<file path="config.mk">
export PLATFORM = sky130hd
export DESIGN_NAME = seq_player_ctrl
export DESIGN_NICKNAME = d
export VERILOG_FILES = /design/src/rtl/seq_player_pkg.sv /design/src/rtl/seq_btn_sync.sv /design/src/rtl/seq_player_ctrl.sv
export SDC_FILE = /design/constraint.sdc
export NUM_CORES = 1
export LEC_CHECK = 0
export ABC_AREA = 1
export BUFFER_PORTS_ARGS = -buffer_cell sky130_fd_sc_hd__buf_2
export CAP_MARGIN = 0
export CORE_MARGIN = 2
export CORE_UTILIZATION = 50
export CTS_BUF_LIST = sky130_fd_sc_hd__clkbuf_8
export DETAILED_ROUTE_END_ITERATION = 12
export HOLD_SLACK_MARGIN = 0.15
export PLACE_DENSITY_LB_ADDON = 0.05
export SLEW_MARGIN = 20
export SYNTH_ARGS = -nofsm -noshare
export SYNTH_HDL_FRONTEND = slang
export SYNTH_SLANG_ARGS = --single-unit
</file>
<file path="constraint.sdc">
create_clock -name clock -period 4 [get_ports clock]
set_clock_uncertainty 0.2 [all_clocks]
set_input_delay 1 -clock clock [delete_from_list [all_inputs] [get_ports clock]]
set_output_delay 1 -clock clock [all_outputs]
set_load 0.01 [all_outputs]
</file>
<file path="src/rtl/seq_player_pkg.sv">
// seq_player_pkg: command/state encodings and the position step helper shared by the player controller.
package seq_player_pkg;
  localparam logic [1:0] CMD_HOLD  = 2'b00;
  localparam logic [1:0] CMD_BACK  = 2'b01;
  localparam logic [1:0] CMD_FWD   = 2'b10;
  localparam logic [1:0] CMD_FAULT = 2'b11;
  localparam logic [3:0] POS_FAULT = 4'hF;
  typedef enum logic [2:0] {PAUSED, STEP_PEND, PLAY, FAULT, RECOVER} state_e;
  function automatic logic [3:0] pos_step(input logic [3:0] p, input logic back, input logic [3:0] last);
    return back ? (p == 4'd0 ? last : p - 4'd1) : (p == last ? 4'd0 : p + 4'd1);
  endfunction
endpackage

</file>
<file path="src/rtl/seq_btn_sync.sv">
// seq_btn_sync: two-flop synchronizer followed by a rising-edge strobe.
module seq_btn_sync (
  input  logic clock,
  input  logic reset,
  input  logic din_i,
  output logic rise_o
);
  logic [2:0] sync_q;
  always_ff @(posedge clock or posedge reset)
    if (reset) sync_q <= '0;
    else sync_q <= {sync_q[1:0], din_i};
  assign rise_o = sync_q[1] & ~sync_q[2];
endmodule

</file>
<file path="src/rtl/seq_player_ctrl.sv">
// seq_player_ctrl: turns board buttons and a fault request into tick-aligned stepper commands,
// mirroring the stepper position so auto-play can stop or wrap at the sequence ends.
module seq_player_ctrl
  import seq_player_pkg::*;
#(
  parameter int SEQ_LEN = 9,
  parameter bit WRAP    = 1'b1
) (
  input  logic       clock,
  input  logic       reset,
  input  logic       tick,
  input  logic       btn_play,
  input  logic       btn_fwd,
  input  logic       btn_back,
  input  logic       dir,
  input  logic [1:0] speed,
  input  logic       fault_in,
  input  logic       fault_clr,
  output logic [1:0] cmd,
  output logic [3:0] pos,
  output logic       playing,
  output logic       faulted
);
  localparam logic [3:0] LAST = 4'(SEQ_LEN - 1);
  // event bit order: [3] fault_clr, [2] play, [1] fwd, [0] back
  logic [3:0] rise, ev_all, ev, pend_q, pend_d;
  logic [3:0] lvl_s1_q, lvl_s2_q;
  logic       fault_s, dir_s;
  logic [1:0] speed_s;
  state_e     state_q, state_d;
  logic [3:0] pos_q, pos_d;
  logic [2:0] tcnt_q, tcnt_d, per_m1;
  logic       sdir_q, sdir_d;
  logic       clr_e, play_e, fwd_e, back_e, due, stop;
  seq_btn_sync u_clr  (.clock(clock), .reset(reset), .din_i(fault_clr), .rise_o(rise[3]));
  seq_btn_sync u_play (.clock(clock), .reset(reset), .din_i(btn_play),  .rise_o(rise[2]));
  seq_btn_sync u_fwd  (.clock(clock), .reset(reset), .din_i(btn_fwd),   .rise_o(rise[1]));
  seq_btn_sync u_back (.clock(clock), .reset(reset), .din_i(btn_back),  .rise_o(rise[0]));
  assign {fault_s, dir_s, speed_s} = lvl_s2_q;
  // events landing on a tick are parked one cycle so the tick action is never disturbed
  assign ev_all = rise | pend_q;
  assign pend_d = tick ? ev_all : 4'b0;
  assign ev     = tick ? 4'b0 : ev_all;
  assign clr_e  = ev[3];
  assign play_e = ev[2] & ~ev[3];
  assign fwd_e  = ev[1] & ~|ev[3:2];
  assign back_e = ev[0] & ~|ev[3:1];
  assign per_m1 = (3'd1 << speed_s) - 3'd1;
  assign due    = tcnt_q >= per_m1;
  assign stop   = !WRAP && (dir_s ? pos_q == 4'd0 : pos_q == LAST);
  assign playing = state_q == PLAY;
  assign faulted = state_q == FAULT;
  assign pos     = faulted ? POS_FAULT : pos_q;
  assign cmd = state_q == STEP_PEND ? (sdir_q ? CMD_BACK : CMD_FWD) :
               state_q == PLAY      ? (due && !stop ? (dir_s ? CMD_BACK : CMD_FWD) : CMD_HOLD) :
               state_q == FAULT     ? CMD_FAULT :
               state_q == RECOVER   ? CMD_FWD : CMD_HOLD;
  always_comb begin
    state_d = state_q;
    pos_d   = pos_q;
    tcnt_d  = tcnt_q;
    sdir_d  = sdir_q;
    if (fault_s) state_d = FAULT;
    else
      case (state_q)
        PAUSED:
          if (play_e) begin
            state_d = PLAY;
            tcnt_d  = 3'd0;
          end else if (fwd_e || back_e) begin
            state_d = STEP_PEND;
            sdir_d  = back_e;
          end
        STEP_PEND:
          if (tick) begin
            pos_d   = pos_step(pos_q, sdir_q, LAST);
            state_d = PAUSED;
          end
        PLAY:
          if (tick) begin
            tcnt_d = due ? 3'd0 : tcnt_q + 3'd1;
            if (due && stop) state_d = PAUSED;
            else if (due) pos_d = pos_step(pos_q, dir_s, LAST);
          end else if (play_e) state_d = PAUSED;
        FAULT:
          if (clr_e) state_d = RECOVER;
        RECOVER:
          if (tick) begin
            pos_d   = 4'd0;
            state_d = PAUSED;
          end
        default: state_d = PAUSED;
      endcase
  end
  always_ff @(posedge clock or posedge reset)
    if (reset) begin
      lvl_s1_q <= '0;
      lvl_s2_q <= '0;
      state_q  <= PAUSED;
      pos_q    <= '0;
      tcnt_q   <= '0;
      sdir_q   <= 1'b0;
      pend_q   <= '0;
    end else begin
      lvl_s1_q <= {fault_in, dir, speed};
      lvl_s2_q <= lvl_s1_q;
      state_q  <= state_d;
      pos_q    <= pos_d;
      tcnt_q   <= tcnt_d;
      sdir_q   <= sdir_d;
      pend_q   <= pend_d;
    end
endmodule

</file>
* Yosys cells after proc, flatten, opt, wreduce, memory -nomap -nowiden
Index checks and enable logic that the tools add are counted.
Word-level totals: flip-flop bits (word level) 35, latch bits 0, bits in writable memories 0, memory bits (read-only) 0, word-level logic and storage cells 91, memories 0
Cells by class: add/sub/neg operators 4, multiply operators 0, div/mod/pow operators 0, $lt $le $gt $ge 1, equality and inequality tests 15, shifts and indexed selects 1, mux-type cells 30, bitwise gates (word level) 15, reduce and logical (&&, ||, !) cells 14
Operator list (number):
- $mux 4 | 11
- $mux 3 | 9
- $mux 2 | 7
- $pmux 3 s4 | 1
- $pmux 4 s3 | 1
- $ne 3x1->1 const B | 3
- $ne 2x2->1 const B | 4
- $reduce_and 4->1 | 2
- $and 1x1->1 | 7
- $not 1->1 | 7
- $eq 3x2->1 const B | 2
- $pmux 3 s2 | 1
- $reduce_and 6->1 | 1
- $reduce_and 5->1 | 1
- $add 4x1->4 const B | 1
- $eq 4x4->1 const B | 1
- $logic_not 4->1 | 1
- $ne 4x4->1 const B | 1
- $or 4x4->4 | 1
- $reduce_or 2->1 | 2
- $sub 4x1->4 const B | 1
- $add 3x1->3 const B | 1
- $eq 3x1->1 const B | 1
- $eq 3x3->1 const B | 1
- 11 further kinds | 12

* Logic depth before layout (Yosys ltp)
word-level depth 12, gate-level depth with buffers 11, mapped depth without buffers 11

* Hierarchy
Synthesis repeated with hierarchy kept, for this count alone.
Second synthesis, totals: cell total of the unflattened synthesis 222, area, all modules 1786.7 um2
By module, submodules not included:
- seq_player_ctrl | times used 1, cells an instance 198, area each 1431.4 um2, sequential area each 575.6 um2
- seq_btn_sync | times used 4, cells an instance 6, area each 88.8 um2, sequential area each 75.1 um2

* Worst setup path after synthesis
OpenSTA, ideal clock, no wires.
kind register to output, start register lvl_s2_q[1], end output cmd[0], data arrival time 1358 ps, required time 2800 ps, path slack 1442 ps, stages on the path, launching flop included 7, path through dfrtp_1 or2_2 ha_1 nand3_1 nand3_1 a21oi_1 o21ai_0
Between the ends: longest elaborated chain between the ends 6
Ends and longest elaborated chain:
- start, declared | RTL line seq_player_ctrl.sv:27 | logic [3:0] lvl_s1_q, lvl_s2_q;
- start signal, assigned | RTL line seq_player_ctrl.sv:106 | lvl_s2_q <= lvl_s1_q;
- $shl 1x2->3 | RTL line seq_player_ctrl.sv:48 | assign per_m1 = (3'd1 << speed_s) - 3'd1;
- $sub 3x1->3 | RTL line seq_player_ctrl.sv:48
- $ge 3x3->1 | RTL line seq_player_ctrl.sv:49 | assign due = tcnt_q >= per_m1;
- $mux 2 (2 in a row) | RTL line seq_player_ctrl.sv:55 | state_q == PLAY ? (due && !stop ? (dir_s ? CMD_BACK : CMD_FWD) : CMD_HOLD) :
- $mux 2 | RTL line seq_player_ctrl.sv:54 | assign cmd = state_q == STEP_PEND ? (sdir_q ? CMD_BACK : CMD_FWD) :
- end, declared | RTL line seq_player_ctrl.sv:19 | output logic [1:0] cmd,
No other way between the ends.

* Worst setup path in the final report
Same ends and word-level chain as after synthesis.

==> impl_metrics.toml <==
[floorplanning]
row_count = 21
ios = 19
fp.dieH_um = 63.6
core_um2 = 3360
dieArea_um2 = 4050
start_util_pct = 52.8
die_w_um = 63.6

[synthesis]
netlist.top_cell.by_area = "dfrtp_1"
syn_area_per_cell_um2 = 8.08
ys_seq_area_share_pct = 49.3
ys_top_cells_by_area = "dfrtp_1 49%, nand2_1 14%, nand3_1 7.3%, ha_1 4.9%, inv_1 4.2%"
ys_ff_latch = 35
netlist_area_um2 = 1780
yosys.cell_types.count = 27
yosys_warnings = 0
syn-num-nets = 238
postSynthCellCount = 220
yosysTopAreaCellShare_pct = 49.3

[setup_path]
crit_arrival_ps = 1850
r2r_slack_ps = 1890
r2r-start = "lvl_s2_q[1]"
cp.required_ps = 2800
crit_path_end_kind = "primary output"
critPathMaxFanout = 3
reg2reg_to = "pos_q[2]"
critical_path_class = "flop to primary output"
rr_worst_depth = 9
startpoint_type = "flop"

[clock_network]
clk_path_buf_depth = 2
cts.sinks = 35
cts_hold_buf = 0
cts_max_level = 2
post_cts_buffers = 0
clk_latency_ps = 290
tritoncts = "yes"
clk_pin_slew_ps = 60
clockRootBuffer = "clkbuf_8"
cts_buffers = 5
cts_resized = 0

[grt]
grt_max_degree = 30
grt_pass1_wl_um = 6090
grt-ovfl-total = 0
first_global_vias = 1429
grt_usage_pct = 19.2
antenna_found_initial = 0

[sta]
hold_viol = 0
min_period_ps = 3050
timing.fmax_mhz = 328
finalSetupViolCount = 0
max_slew.worst_pin.slew_ps = 559
finalSetupTns_ps = 0
period_share_pct = 76.2
slew_headroom_pct = 62.7
setup_ws_ps = 954
rsz0062_at_grt = "false"
drv_slew = 0
whs_ps = 150

[route]
vias_per_cell = 5.12
drtPass1Iterations = 4
drt_iter0_drc = 127
wl_per_cell_um = 11.3
ant_nets = 0
drcViolationCount = 0
routed_wl_um = 3270
vias = 1485

[finish]
fin_area_um2 = 2020
drive_gt1_share_pct = 16.0
num_antenna_cells = 0
final_cell_mix = "67 x nand2_1, 35 x dfrtp_1, 26 x nand3_1"
nets = 261
area_growth_pct = 13.7
final_common_cell = "nand2_1"

[pwr]
p_seq_share_pct = 34.8
leakage_nw = 1.05
swShare_pct = 41.8
peakVddDrop_mv = 0.317
p_int_mw = 0.786
power_frac_clock_pct = 20.6
p_per_area_nw_per_um2 = 669
p_sw_mw = 0.565
p_total_mw = 1.35
combinationalPowerShare_pct = 44.6

[hold_path]
min_path_type = "flop to flop"
hold_path_depth = 0
hp-start = "lvl_s1_q[3]"
min_to = "lvl_s2_q[3]"

[placement]
postPlaceCellArea_um2 = 1920
io_buffers = 18
pre_cts_ws_ps = 1260
dpl.hpwl_um = 2510
gp_congestion = 0.839

[job]
cap_violations = 0

[status]
outcome = "finished clean"
## layer usage
metal	part of all wire (%)	vias to the layer above	wire, um	global-route usage, %
li1	-	748	-	-
met1	49	697	1610	25.6
met2	45	35	1490	30.1
met3	4.1	5	135	4.64
met4	1.1	0	37	7.61
met5	0	-	0	0
## per-stage QoR
stage	std cells	util [%]
after global routing	290	60.0
after global placement	282	57.0
after detailed placement	282	57.0
final	290	60.0
after CTS	290	60.0
after floorplan	220	-
## logic make-up (layout without fill, tap and decap cells)
family	Yosys count	count (layout)	share of synthesized area, %
flops	35	35	49.3
xor+xnor	3	3	1.48
simple gates	123	123	30.8
buf+inv	28	52	6.20
compound gates	24	24	7.25
fa+ha+maj	7	7	4.93
## cell type report
class | count | area (um2)
inverters | 25 | 93.8
multi-input cells | 157 | 791
clock inverters | 1 | 7.51
clock buffers | 7 | 96.3
well taps | 46 | 57.6
fillers | 329 | 1340
flip-flops and latches | 35 | 876
repair buffers | 19 | 97.6
## power groups by stage
stage / Clock (mW) / Combinational, mW / Sequential [mW]
global route: 0.304 / 0.697 / 0.480
floorplan: 0 / 0.475 / 0.450
detailed placement: 0 / 0.605 / 0.476
CTS: 0.286 / 0.607 / 0.469
global placement: 0 / 0.590 / 0.471
finish: 0.278 / 0.603 / 0.470
## flip-flops by register name, summed over array words and instances, names as in the netlist
name,count
lvl_s1_q,4
lvl_s2_q,4
pend_q,4
pos_q,4
sdir_q,1
state_q,3
tcnt_q,3
u_back.sync_q,3
u_clr.sync_q,3
u_fwd.sync_q,3
u_play.sync_q,3
## Yosys cell counts
| cell type | n |
|---|---|
| nand2_1 | 67 |
| dfrtp_1 | 35 |
| nand3_1 | 26 |
| inv_1 | 20 |
| nor2_1 | 18 |
| a21oi_1 | 9 |
| o21ai_0 | 8 |
| ha_1 | 7 |
| o21ai_1 | 4 |
| inv_2 | 3 |
| clkinv_1 | 2 |
| nand2_2 | 2 |
| nand4_1 | 2 |
| nor2_4 | 2 |
| o211ai_1 | 2 |
| xnor2_1 | 2 |
| and2_4 | 1 |
| buf_2 | 1 |
| buf_4 | 1 |
| clkbuf_1 | 1 |
| nand3_4 | 1 |
| nand3b_1 | 1 |
| nor2_2 | 1 |
| nor3_1 | 1 |
| o2111ai_1 | 1 |
| or2_2 | 1 |
| xor2_1 | 1 |
## worst max path at each step
stage,slack [ps],startpoint,cells past startpoint,end
2_1_floorplan,1440,lvl_s2_q[1],6,cmd[0]
3_3_place_gp,1290,lvl_s2_q[1],7,cmd[0]
3_5_place_dp,1260,lvl_s2_q[1],7,cmd[0]
4_1_cts,940,lvl_s2_q[1],7,cmd[0]
5_1_grt,850,lvl_s2_q[1],7,cmd[0]
6_report,950,lvl_s2_q[1],7,cmd[0]
## critical path, stage by stage, from the launching register on
cell and delay [ps]:
dfrtp_1 380, or2_2 300, ha_1 280, nand3_1 80, nand3_1 140, a21oi_1 140
o21ai_0 100, buf_2 150
(Power assumes the default switching activity.)
